**src/rtl/psum_accumulator.sv**
```systemverilog
// Accumulates adder-tree sums over cfg_groups channel groups, then adds bias and applies round/shift, saturate and ReLU.
// Result registered one cycle after the completing input. When the output is full a completion is dropped and ovf_err is set.
`ifndef CNN_XLEN
`define CNN_XLEN 16
`endif

package psum_pkg;
  typedef enum logic {INVALID = 1'b0, VALID = 1'b1} pe_state_t;
endpackage

module psum_accumulator
  import psum_pkg::*;
#(
  parameter int DATA_WID = `CNN_XLEN,
  parameter int ACC_WID  = 2 * `CNN_XLEN,
  parameter int GRP_WID  = 8,
  parameter int SHF_WID  = 5
) (
  input  logic                       clk,
  input  logic                       reset,
  input  pe_state_t                  status_in,
  input  logic signed [DATA_WID-1:0] data_in,
  input  logic                       flush,
  input  logic        [GRP_WID-1:0]  cfg_groups,
  input  logic        [SHF_WID-1:0]  cfg_shift,
  input  logic                       cfg_relu_en,
  input  logic signed [DATA_WID-1:0] bias,
  input  logic                       out_ready,
  output pe_state_t                  status_out,
  output logic signed [DATA_WID-1:0] data_out,
  output logic                       busy,
  output logic                       ovf_err
);

  typedef enum logic {S_IDLE = 1'b0, S_ACCUM = 1'b1} state_t;

  localparam logic signed [ACC_WID-1:0] SAT_MAX = {{(ACC_WID-DATA_WID+1){1'b0}}, {(DATA_WID-1){1'b1}}};
  localparam logic signed [ACC_WID-1:0] SAT_MIN = {{(ACC_WID-DATA_WID+1){1'b1}}, {(DATA_WID-1){1'b0}}};
  localparam logic        [ACC_WID-1:0] ONE     = {{(ACC_WID-1){1'b0}}, 1'b1};

  state_t                      r_state, w_state_nxt;
  logic signed [ACC_WID-1:0]   r_acc, w_acc_nxt;
  logic        [GRP_WID-1:0]   r_grp_cnt, w_grp_cnt_nxt;
  logic        [GRP_WID-1:0]   r_groups;
  logic        [SHF_WID-1:0]   r_shift;
  logic                        r_relu;
  logic signed [DATA_WID-1:0]  r_bias;
  logic                        r_out_vld;
  logic signed [DATA_WID-1:0]  r_out_dat;
  logic                        r_ovf;

  logic                        w_in_vld;
  logic                        w_complete;
  logic                        w_latch_cfg;
  logic                        w_pop;
  logic        [GRP_WID-1:0]   w_groups_live;
  logic        [SHF_WID-1:0]   w_shift_eff;
  logic                        w_relu_eff;
  logic signed [DATA_WID-1:0]  w_bias_eff;
  logic signed [ACC_WID-1:0]   w_din_ext;
  logic signed [ACC_WID-1:0]   w_bias_ext;
  logic signed [ACC_WID-1:0]   w_acc_base;
  logic signed [ACC_WID-1:0]   w_sum;
  logic        [ACC_WID-1:0]   w_rnd;
  logic signed [ACC_WID-1:0]   w_shifted;
  logic signed [DATA_WID-1:0]  w_result;

  assign w_in_vld      = (status_in == VALID) && !flush;
  assign w_pop         = r_out_vld && out_ready;
  assign w_groups_live = (cfg_groups == '0) ? {{(GRP_WID-1){1'b0}}, 1'b1} : cfg_groups;

  // In IDLE the completing input is also the latching input, so use live config.
  assign w_shift_eff = (r_state == S_IDLE) ? cfg_shift   : r_shift;
  assign w_relu_eff  = (r_state == S_IDLE) ? cfg_relu_en : r_relu;
  assign w_bias_eff  = (r_state == S_IDLE) ? bias        : r_bias;

  assign w_din_ext  = {{(ACC_WID-DATA_WID){data_in[DATA_WID-1]}}, data_in};
  assign w_bias_ext = {{(ACC_WID-DATA_WID){w_bias_eff[DATA_WID-1]}}, w_bias_eff};
  assign w_acc_base = (r_state == S_ACCUM) ? r_acc : '0;
  assign w_sum      = w_acc_base + w_din_ext + w_bias_ext;
  assign w_rnd      = (w_shift_eff != '0) ? (ONE << (w_shift_eff - SHF_WID'(1))) : '0;
  assign w_shifted  = (w_sum + $signed(w_rnd)) >>> w_shift_eff;

  always_comb begin
    w_result = w_shifted[DATA_WID-1:0];
    if (w_shifted > SAT_MAX) begin
      w_result = SAT_MAX[DATA_WID-1:0];
    end else if (w_shifted < SAT_MIN) begin
      w_result = SAT_MIN[DATA_WID-1:0];
    end
    if (w_relu_eff && w_result[DATA_WID-1]) begin
      w_result = '0;
    end
  end

  always_comb begin
    w_state_nxt   = r_state;
    w_acc_nxt     = r_acc;
    w_grp_cnt_nxt = r_grp_cnt;
    w_complete    = 1'b0;
    w_latch_cfg   = 1'b0;
    if (flush) begin
      w_state_nxt   = S_IDLE;
      w_acc_nxt     = '0;
      w_grp_cnt_nxt = '0;
    end else begin
      case (r_state)
        S_IDLE: begin
          if (w_in_vld) begin
            w_latch_cfg = 1'b1;
            if (w_groups_live == GRP_WID'(1)) begin
              w_complete = 1'b1;
            end else begin
              w_acc_nxt     = w_din_ext;
              w_grp_cnt_nxt = GRP_WID'(1);
              w_state_nxt   = S_ACCUM;
            end
          end
        end
        S_ACCUM: begin
          if (w_in_vld) begin
            if (r_grp_cnt == r_groups - GRP_WID'(1)) begin
              w_complete    = 1'b1;
              w_state_nxt   = S_IDLE;
              w_acc_nxt     = '0;
              w_grp_cnt_nxt = '0;
            end else begin
              w_acc_nxt     = r_acc + w_din_ext;
              w_grp_cnt_nxt = r_grp_cnt + GRP_WID'(1);
            end
          end
        end
        default: begin
          w_state_nxt   = S_IDLE;
          w_acc_nxt     = '0;
          w_grp_cnt_nxt = '0;
        end
      endcase
    end
  end

  always_ff @(posedge clk or negedge reset) begin
    if (!reset) begin
      r_state   <= S_IDLE;
      r_acc     <= '0;
      r_grp_cnt <= '0;
    end else begin
      r_state   <= w_state_nxt;
      r_acc     <= w_acc_nxt;
      r_grp_cnt <= w_grp_cnt_nxt;
    end
  end

  always_ff @(posedge clk or negedge reset) begin
    if (!reset) begin
      r_groups <= '0;
      r_shift  <= '0;
      r_relu   <= 1'b0;
      r_bias   <= '0;
    end else if (w_latch_cfg) begin
      r_groups <= w_groups_live;
      r_shift  <= cfg_shift;
      r_relu   <= cfg_relu_en;
      r_bias   <= bias;
    end
  end

  // A completion may only load when the register is empty or being popped.
  always_ff @(posedge clk or negedge reset) begin
    if (!reset) begin
      r_out_vld <= 1'b0;
      r_out_dat <= '0;
      r_ovf     <= 1'b0;
    end else if (w_complete) begin
      if (!r_out_vld || w_pop) begin
        r_out_vld <= 1'b1;
        r_out_dat <= w_result;
      end else begin
        r_ovf <= 1'b1;
      end
    end else if (w_pop) begin
      r_out_vld <= 1'b0;
    end
  end

  assign status_out = r_out_vld ? VALID : INVALID;
  assign data_out   = r_out_dat;
  assign busy       = (r_state == S_ACCUM);
  assign ovf_err    = r_ovf;

endmodule

```
**config.mk**
```make
export PLATFORM = sky130hd
export DESIGN_NAME = psum_accumulator
export DESIGN_NICKNAME = d
export VERILOG_FILES = /design/src/rtl/psum_accumulator.sv
export SDC_FILE = /design/constraint.sdc
export NUM_CORES = 1
export LEC_CHECK = 0
export BUFFER_PORTS_ARGS = -buffer_cell sky130_fd_sc_hd__buf_2
export CORE_AREA = 2 2 130 157
export DETAILED_ROUTE_END_ITERATION = 10
export DIE_AREA = 0 0 132 159
export PLACE_DENSITY = 0.77
export SKIP_CTS_REPAIR_TIMING = 1
export SYNTH_ARGS = -nofsm -noshare
export SYNTH_HDL_FRONTEND = slang
export SYNTH_SLANG_ARGS = --single-unit
```
**constraint.sdc**
```tcl
create_clock -name clk -period 14.06 [get_ports clk]
set_input_delay 1.406 -clock clk [delete_from_list [all_inputs] [get_ports clk]]
set_output_delay 1.406 -clock clk [all_outputs]
set_load 0.01 [all_outputs]
```
# After elaboration in Yosys (flattened, before gate mapping)
# Cells that the tools add are included.
word_totals:
  regBits: 89
  latch_bits: 0
  mem_bits_rw: 0
  mem_bits_ro: 0
  input_bits: 51
  out_inout_bits: 19
  elab_cells: 82
  memories: 0
op_classes:
  add_sub_neg: 7
  mul: 0
  div: 0
  n_lt_le_gt_ge: 2
  n_eq_ne: 6
  shifts: 2
  n_mux: 40
  bitwise: 2
  n_reduce_logical: 13
op_table:
  columns: ["cell", "count"]
  rows:
  - ["$mux W32", 7]
  - ["$add A32 B16 Y32", 3]
  - ["$mux W16", 4]
  - ["$pmux W32 S2", 1]
  - ["$mux W8", 6]
  - ["$add A32 B32 Y32", 1]
  - ["$gt A32 B16 Y1 const B", 1]
  - ["$lt A32 B16 Y1 const B", 1]
  - ["$shl A1 B5 Y32 const A", 1]
  - ["$sshr A32 B5 Y32", 1]
  - ["$mux W1", 18]
  - ["$pmux W8 S2", 1]
  - ["$add A8 B1 Y8 const B", 1]
  - ["$eq A8 B1 Y1 const B", 1]
  - ["$eq A8 B8 Y1", 1]
  - ["$logic_not A8 Y1", 1]
  - ["$sub A8 B1 Y8 const B", 1]
  - ["$ne A3 B3 Y1 const B", 2]
  - ["$reduce_and A2 Y1", 3]
  - ["$mux W5", 1]
  - ["$reduce_bool A5 Y1", 1]
  - ["$sub A5 B1 Y5 const B", 1]
  - ["$pmux W1 S2", 2]
  - ["$logic_and A1 B1 Y1", 3]
  - ["7 further kinds", 9]

# Depth between registers and ports, before layout
# Gate-level depths: netlist (run 1).
depth:
  ltp_word: 11
  mapped_depth: 27
  mapped_depth_nobuf: 19

# Worst setup path before layout (run 1)
# No wires, ideal clock.
synth_timing:
  kind: "input-to-reg"
  startpoint: "input port cfg_shift[2]"
  endpoint: "register r_out_dat[10], in the netlist data_out[10]"
  arrival_ns: 7.123
  t_required_ns: 13.931
  slack_ns: 6.808
  stages: 22
  path_cell_list: "mux2i_1 > clkbuf_1 > buf_1 > clkbuf_1 > nand3_1 > or2_2 > fa_1 > inv_1 > ha_1 > nand2_1 > nor3_2 > a21oi_2 > a2111oi_4 > nor3_1 > or4_4 > a21oi_4 > o21ai_2 > a2111oi_4 > o2111ai_1 > o41ai_4 > buf_6 > o211ai_2"
synth_between:
  elab_chain_len: 11
synth_rtl:
  columns: ["item", "line_no", "rtl"]
  rows:
  - ["start, declared", "25", "input logic [SHF_WID-1:0] cfg_shift,"]
  - ["$mux W5 *", "73", "assign w_shift_eff = (r_state == S_IDLE) ? cfg_shift : r_shift;"]
  - ["$sub A5 B1 Y5", "81", "assign w_rnd = (w_shift_eff != '0) ? (ONE << (w_shift_eff - SHF_WID'(1))) : '0;"]
  - ["$shl A1 B5 Y32", "81", null]
  - ["$mux W32", "81", null]
  - ["$add A32 B32 Y32", "82", "assign w_shifted = (w_sum + $signed(w_rnd)) >>> w_shift_eff;"]
  - ["$sshr A32 B5 Y32 *", "82", null]
  - ["$lt A32 B16 Y1", "88", "end else if (w_shifted < SAT_MIN) begin"]
  - ["$mux W16", "88", null]
  - ["$mux W16 *", "86", "if (w_shifted > SAT_MAX) begin"]
  - ["$logic_and A1 B1 Y1", "91", "if (w_relu_eff && w_result[DATA_WID-1]) begin"]
  - ["$mux W16 *", "91", null]
  - ["end signal, assigned", "177", "r_out_dat <= w_result;"]
  - ["end, declared", "49", "logic signed [DATA_WID-1:0] r_out_dat;"]
# Every way passes the cells marked *; elsewhere a longest branch is shown, timed or not.
# A chain may end at the register's enable or synchronous reset.

# Final worst setup path (run 1)
layout_timing:
  startpoint: "input port cfg_shift[2]"
  endpoint: "register r_out_dat[1], in the netlist data_out[1]"
# Same word-level chain as after synthesis.

==> results.md, run 1 <==
- Post-layout min period: between 8 and 9 ns
- Worst Skew: roughly 0.0084 ns
- Via count: between 10000 and 15000
- FILL cells: 1695
- Combinational power share: between 60% and 70%
- Synth Area in Simple Gates: around 17%
- End of the worst register-to-register path: data_out[1]
- Sequential power share: approximately 18%
- CTS buffer count: 9
- I/O pins: 70
- Final hold vios: 0
- Worst-case reg-to-reg path depth: 20
- Pre-CTS setup slack: between 5 and 6 ns
- Seq/Total Area, Yosys: 19.31%
- Die footprint: ~21000 um2
- Status: complete, no violations
- Initial Util: around three fifths
- DRC: 0
- CTS max path bufs: 2
- Crit path kind: input pin to flip-flop
- Clk pin slew, worst setup/hold paths: 0.07 ns
- Core Footprint: approximately 19000 um2
- Crit path cell chain: buf_2 -> mux2_2 -> nor2_1 -> nand3_1 -> fa_1 -> inv_1 -> fa_1 -> a211oi_2 -> o21ai_2 -> a21oi_2 -> a2111oi_4 -> o211a_1 -> nor3_2 -> mux2i_1 -> or4_1 -> or3_1 -> nor4_1 -> a41oi_1 -> buf_4 -> o211ai_1
- Final-report max-slew violation count: 0
- Sink Count: between 80 and 90
- Switching pwr: 899.2 uW
- Register bit total from synthesis: 89
- Post-DP HPWL: between 20000 and 30000 um
- ANT cells: 0
- Post-route total power: roughly 1800 uW
- Worst VDD drop: 77.56 uV
- Final WL: between 30000 and 40000 um
- Clock latency on the worst-skew pair: between 0.3 and 0.4 ns
- Critical path peak fanout: 25
- CP max-delay cell: nor2_1
- Max Freq: between 0.1 and 0.15 GHz
- # port buffers: 69
- Maxcap violations: 0
- Top FF cell, synth: dfrtp_1
- Hold Path Class: flip-flop to flip-flop
- Die Height: 159 um
- Max incr delay on CP: ~0.9 ns
- Syn Std Cell Area: ~12000 um2
- First-pass GRT wire length: about 54000 um
- Synth Instances: 1403
- CP Capture Type: flip-flop
- Vias in the first global route: between 10000 and 15000
- Distinct cell type count after synthesis: between 80 and 90
- H-tree depth: 3
- Hold path startpoint: data_out[11]
- Root buffer cell: clkbuf_16
- RSZ-0062 raised after global routing: false
- Initial antenna violation count: 0
- Setup crit start kind: input pin
- Flop2flop setup slack: a little over 6 ns
- Leading area contributor after synthesis: dfrtp_1
- Die width: 132 um
- Commonest cells in the netlist: nand2_1, inv_1, a21oi_1
- Final setup fails: 0
- Rel. slew slack: 23.25%
- Total grt overflow: 0
- 1st-iter DRT viols: between 900 and 1000
- Post-synth EDFFs: 0
- TritonCTS clock tree: yes
- Setup TNS: 0 ns
- Main combinational cell family by area after synthesis: compound AO/OA/AOI/OAI gates
- Nets@finish: about 1600
- Worst Tran Pin Value: 1.149 ns
- Gr usage total: 31.81%
- Average size of a mapped cell: between 8 and 9 um2
- Pre-Repair DR Iteration Count: 5
- Leak: 0.005845 uW
- Hold slack: roughly 0.49 ns
- Post-Synth Adder-Cell Area: around 18%
- Switching part of the total: 49.23%
- Power density over the cells: between 100 and 150 nW/um2
- Most common cell in the netlist: nand2_1
- Multiplexer share of the synthesized area: under 10%
- R2R Path Start: busy
- Antenna viol nets, final: 0
- Final Cycle Share: between 50% and 60%
- Share of cells above drive strength 1: roughly 13%
- Worst Hold Depth: 2
- Routed len/inst: between 15 and 20 um
- WP data required: approximately 14 ns
- PnR worst setup slack: 5.908 ns
- Avg Vias per Cell: 6.367
- Gpl congestion: 0.9878
- Worst path most repeated cell: fa_1
- Net Count, Synth: ~1600
- Synth area leaders: dfrtp_1, fa_1, ha_1
- Synthesis-to-finish area growth: 7.820%
- Largest net degree at the start of global routing: between 50 and 60
- Post-route cell area: between 10000 and 15000 um2
- Hold EP: data_out[11]
- Crit path DAT: around 8.4 ns
- Async S/R FF share, synth: between 90% and 100%
- XOR/XNOR share of the synthesized area: roughly 4.4%
- Pint: roughly 930 uW
- Synth Warn #: 0
- Synth Area in Compound Gates: between 20 and 30%
- Placed inst area: around 12000 um2
- Site Rows: 56
- Clock power frac: 16.0%
- Area fraction of the dominant cell type after synthesis: 19.31%
-- area by class of cell --
| cell class | count | area, um2 | share of cell area, % |
|---|---|---|---|
| repair buffers | 83 | 452.9 | 3.641 |
| well taps | 261 | 326.6 | 2.625 |
| inverters | 119 | 446.7 | 3.591 |
| clock inverters | 6 | 115.1 | 0.9255 |
| clock buffers | 10 | 229.0 | 1.841 |
| flip-flops and latches | 89 | 2231 | 17.94 |
| multi-input cells | 1125 | 8637 | 69.44 |
-- worst max-delay path by stage --
stage / startpoint / to / cells after the start
floorplan: cfg_shift[2] / data_out[10] / 22
global route: cfg_shift[2] / data_out[1] / 20
global placement: cfg_shift[2] / data_out[4] / 20
detailed placement: cfg_shift[2] / data_out[4] / 20
CTS: cfg_shift[2] / data_out[4] / 20
finish: cfg_shift[2] / data_out[1] / 20
-- critical path, delay by kind of cell --
family	cells	cell delay [ns]
buffers and inverters	3	0.42
and+or+nand+nor	6	3.14
muxes	2	0.92
adders and majority gates	2	1.02
AOI/OAI and AO/OA	7	1.50
-- layout by cell type (no fill, tap or decap), types with 5 or more instances in the layout --
cell	synthesis	final
a211oi_1	22	22
a21o_1	35	35
a21oi_1	97	96
a21oi_2	4	5
a221oi_1	7	7
a22o_1	24	24
a31oi_1	11	11
and2_1	27	27
and3_1	9	9
buf_2	9	68
buf_4	1	15
clkbuf_16	0	9
dfrtp_1	89	88
fa_1	63	63
ha_1	65	65
inv_1	118	118
mux2_2	43	43
mux2i_1	54	49
nand2_1	142	142
nand2b_1	12	12
nand3_1	36	36
nand4_1	6	6
nor2_1	87	86
nor3_1	49	49
nor4_1	7	6
o211ai_1	22	22
o211ai_2	11	11
o21a_1	16	16
o21ai_0	73	73
o21ai_1	8	8
o22ai_1	14	14
o31ai_1	14	14
or2_2	6	6
or3_1	12	12
xnor2_1	31	31
xor2_1	27	27
-- metal layers --
layer	wire (um)	up-vias	share of wire [%]	GRT usage [%]
li1	-	5097	-	-
met1	13910	5172	42	42.02
met2	15660	418	47	53.01
met3	1928	92	5.8	3.184
met4	1475	0	4.5	14.23
met5	0	-	0	0
-- cell families (layout without fill, tap and decap cells) --
group           after synthesis  count (layout)
buf+inv                     189             218
simple gates                415             415
compound gates              425             425
xor+xnor                     58              58
fa+ha+maj                   128             128
mux                          99              99
flops                        89              89
-- stage by stage --
stage	cells	utilization, %
after floorplan	1403	-
after detailed placement	1677	62.31
after global routing	1693	64.09
after CTS	1693	64.09
final	1693	64.09
after global placement	1677	62.31
-- power groups by stage --
stage | Combinational (uW) | Clock (uW) | Sequential (uW)
after CTS | 1190 | 295 | 324
after detailed placement | 1180 | 0 | 329
after floorplan | 896 | 0 | 323
after global placement | 1170 | 0 | 327
final | 1210 | 293 | 325
after global routing | 1330 | 305 | 329
-- registers in the layout, summed over array words and instances (netlist names) --
register   cells
r_grp_cnt      8
data_out      16
r_acc         32
r_relu         1
ovf_err        1
r_out_vld      1
busy           1
r_shift        5
r_bias        16
r_groups       8
No activity file was read; power rests on OpenSTA's default activity.
==> run 2, diff against run 1 <==
--- a/config.mk
+++ b/config.mk
@@ -5,10 +5,11 @@
 export SDC_FILE = /design/constraint.sdc
 export NUM_CORES = 1
 export LEC_CHECK = 0
+export ABC_AREA = 1
 export BUFFER_PORTS_ARGS = -buffer_cell sky130_fd_sc_hd__buf_2
-export CORE_AREA = 2 2 130 157
+export CORE_AREA = 2 2 133 161
 export DETAILED_ROUTE_END_ITERATION = 10
-export DIE_AREA = 0 0 132 159
+export DIE_AREA = 0 0 135 163
 export PLACE_DENSITY = 0.77
 export SKIP_CTS_REPAIR_TIMING = 1
 export SYNTH_ARGS = -nofsm -noshare
==> constraint.sdc (replaced) <==
create_clock -name clk -period 8 [get_ports clk]
set_input_delay 0.8 -clock clk [delete_from_list [all_inputs] [get_ports clk]]
set_output_delay 0.8 -clock clk [all_outputs]
set_load 0.01 [all_outputs]
==> results.md, run 2 <==
- Grt met1 use: 41.97% (-0.058 points)
- Largest net degree at the start of global routing: 69 (+21%)
- Avg Vias per Cell: 5.495 (-14%)
- Commonest cells in the netlist: nand2_1, inv_1, nand3_1
- CTS max path bufs: 2 (unchanged)
- CP Capture Type: flip-flop
- Post-layout min period: between 7 and 8 ns
- Core Footprint: 20610 um2 (+6.2%)
- Total grt overflow: 0 (unchanged)
- Via count: 12230 (+13%)
- Dpl cells: 2209 (+32%)
- Sequential power share: 18.3% (+0.5 points)
- Multi-input logic area: 8429 um2 (-2.4%)
- Rel. slew slack: 39.67% (+16 points)
- Distinct cell type count after synthesis: 59 (-29%)
- Crit path kind: flip-flop to flip-flop
- Leak: 0.007243 uW (+24%)
- TritonCTS clock tree: yes
- Final Cycle Share: around 90%
- R2R Path Start: busy
- FILL cells: 1957 (+15%)
- Die Height: 163 um (+2.5%)
- Clk pin slew, worst setup/hold paths: 0.08 ns (about the same)
- End of the worst register-to-register path: data_out[6]
- Post-route cell area: 13000 um2 (+4.5%)
- DRC: 0 (unchanged)
- Layout Utilization: 63.08% (-1.0 points)
- Nets@finish: 2129 (+33%)
- Commonest non-fill, non-tap cell in the layout: nand2_1
- Clock power frac: 13.2% (-2.8 points)
- Register bit total from synthesis: 89 (unchanged)
- CP max-delay cell: dfrtp_2
- Top FF cell, synth: dfrtp_1
- Post-route insts no fill: 2225 (+31%)
- Worst path most repeated cell: nand2_1
- Sink Count: 89 (unchanged)
- Synth Warn #: 0 (unchanged)
- Root buffer cell: clkbuf_16
- Antenna viol nets, final: 0 (unchanged)
- Die footprint: 22010 um2 (+4.8%)
- Average size of a mapped cell: 6.347 um2 (-23%)
- Critical path peak fanout: 53 (+110%)
- Gpl congestion: 0.9717 (-1.6%)
- Leading area contributor after synthesis: dfrtp_1
- Worst-case reg-to-reg path depth: 35 (+75%)
- Worst Skew: 0.01916 ns (+0.01077 ns)
- Combinational power share: 68.5% (+2.3 points)
- Synthesis-to-finish area growth: 6.903%
- Switching part of the total: 54.29% (+5.1 points)
- # port buffers: 69 (unchanged)
- Most common cell in the netlist: nand2_1
- Status: complete, no violations
- RSZ-0062 raised after global routing: false
- ANT cells: 0 (unchanged)
- Initial Util: 59.01% (-0.43 points)
- H-tree depth: 3 (unchanged)
- Post-synth EDFFs: 0 (unchanged)
- Met3 usage: 3.828% (+0.64 points)
- Most flops, register: r_acc
- Synth area leaders: dfrtp_1, nand2_1, fa_1
- Max FFs per register: 32 (unchanged)
- Post-DP HPWL: 28020 um (+11%)
- Gr usage total: 32.30% (+0.49 points)
- Placed inst area: 12700 um2 (+5.0%)
- Final hold vios: 0 (unchanged)
- Area fraction of the dominant cell type after synthesis: 18.31% (-0.99 points)
- Max Freq: between 0.1 and 0.15 GHz
- Async S/R FF share, synth: 100.0% (unchanged)
- Net Count, Synth: 2095 (+32%)
- Final WL: 34840 um (+5.7%)
- Hold Path Class: input pin to async pin
- Pint: 1500 uW (+62%)
- Final setup fails: 0 (unchanged)
- Setup crit start: busy
- Switching pwr: 1782 uW (+98%)
- Seq/Total Area, Yosys: 18.31% (-0.99 points)
- Site Rows: 58 (+3.6%)
- Top Usage Layer GRT: met2
- I/O pins: 70 (unchanged)
- Setup crit start kind: flip-flop
- Maxcap violations: 0 (unchanged)
- Flop2flop setup slack: 0.84 ns (-5.24 ns)
- CP Capture Point: data_out[6]
- WP data required: 8.24 ns (-6.10 ns)
- Most frequent cells in the layout: nand2_1, inv_1, nand3_1
- Worst Tran Pin Value: 0.9016 ns (-0.2470 ns)
- Crit path DAT: 7.40 ns (-1.03 ns)
- Max incr delay on CP: 0.61 ns (-0.28 ns)
- Routed len/inst: 15.66 um (-20%)
- Power density over the cells: 252.4 nW/um2 (+72%)
- Syn Std Cell Area: 12160 um2 (+5.4%)
- 1st-iter DRT viols: 942 (+4.0%)
- Clock latency on the worst-skew pair: 0.36 ns (about the same)
- First-pass GRT wire length: 56920 um (+5.3%)
- Setup TNS: 0 ns (unchanged)
- CTS buffer count: 9 (unchanged)
- Initial antenna violation count: 0 (unchanged)
- Die width: 135 um (+2.3%)
- Met2 usage: 53.76% (+0.75 points)
- Final-report max-slew violation count: 0 (unchanged)
- Pre-Repair DR Iteration Count: 6 (+1)
- Synth Instances: 1916 (+37%)
- Share of cells above drive strength 1: 9.923% (-3.5 points)
- Reg area: 2228 um2 (-0.11%)
- Vias in the first global route: 11620 (+9.0%)
- Worst VDD drop: 126.3 uV (+63%)
[run 2: cell types whose count changed after synthesis, sizes merged, moves of 27 or more]
cell	delta
inv	+215
mux2	-36
mux2i	-53
nand2	+441
nand3	+173
nor3	-34
o211ai	-27
o21ai	+57
[run 2: final cells by class]
class                      count  area share [%]
sequential                    89           17.14
clock inverter                 7          0.5486
inverter                     334           9.662
multi-input combinational   1433           64.84
timing repair buffer          83           3.484
tap                          270           2.598
clock buffer                   9           1.732
[run 2: per-layer routing]
layer	vias to the layer above	share of wire, %	routed length (um)
li1	6161	-	-
met1	5611	44	15210
met2	364	48	16560
met3	90	4.4	1531
met4	0	4.4	1543
met5	-	0	0
[run 2: worst min-delay path by stage]
stage                     from    endpoint  slack, ns  cells after the start
finish                   reset   r_acc[25]       0.32                      1
floorplan           r_bias[10]  r_bias[10]       0.45                      2
CTS                      reset   r_acc[23]       0.32                      1
global placement       ovf_err     ovf_err       0.44                      1
global route             reset   r_acc[25]       0.34                      1
detailed placement     ovf_err     ovf_err       0.45                      1
[run 2: cells by family after synthesis]
kind of cell               synth area share (%)
adders and majority gates                 17.06
muxes                                    0.7305
and+or+nand+nor                           34.34
DFF                                       18.31
buffers and inverters                     12.49
AOI/OAI and AO/OA                         13.61
xor gates and xnor gates                  3.457
[run 2: critical path, delay by kind of cell (launching register included)]
family	cells	cell delay (ns)
and+or+nand+nor	25	3.27
adders and majority gates	3	1.26
buffers and inverters	4	1.16
AOI/OAI and AO/OA	3	0.74
DFF	1	0.61
[run 2: power groups by stage]
stage,registers (uW),clock network (uW),logic (uW)
floorplan,606,0,1660
global placement,605,0,2190
detailed placement,606,0,2220
CTS,600,439,2220
global route,611,456,2540
finish,601,432,2250
[run 2: per-stage QoR]
stage | power, uW | setup WS (ns) | hold slack (ns)
after floorplan | 2263 | 1.248 | 0.4479
after global placement | 2794 | 0.9921 | 0.4358
after global routing | 3610 | 0.1472 | 0.3378
after detailed placement | 2823 | 0.9700 | 0.4461
final | 3281 | 0.8394 | 0.3186
after CTS | 3264 | 0.9325 | 0.3194
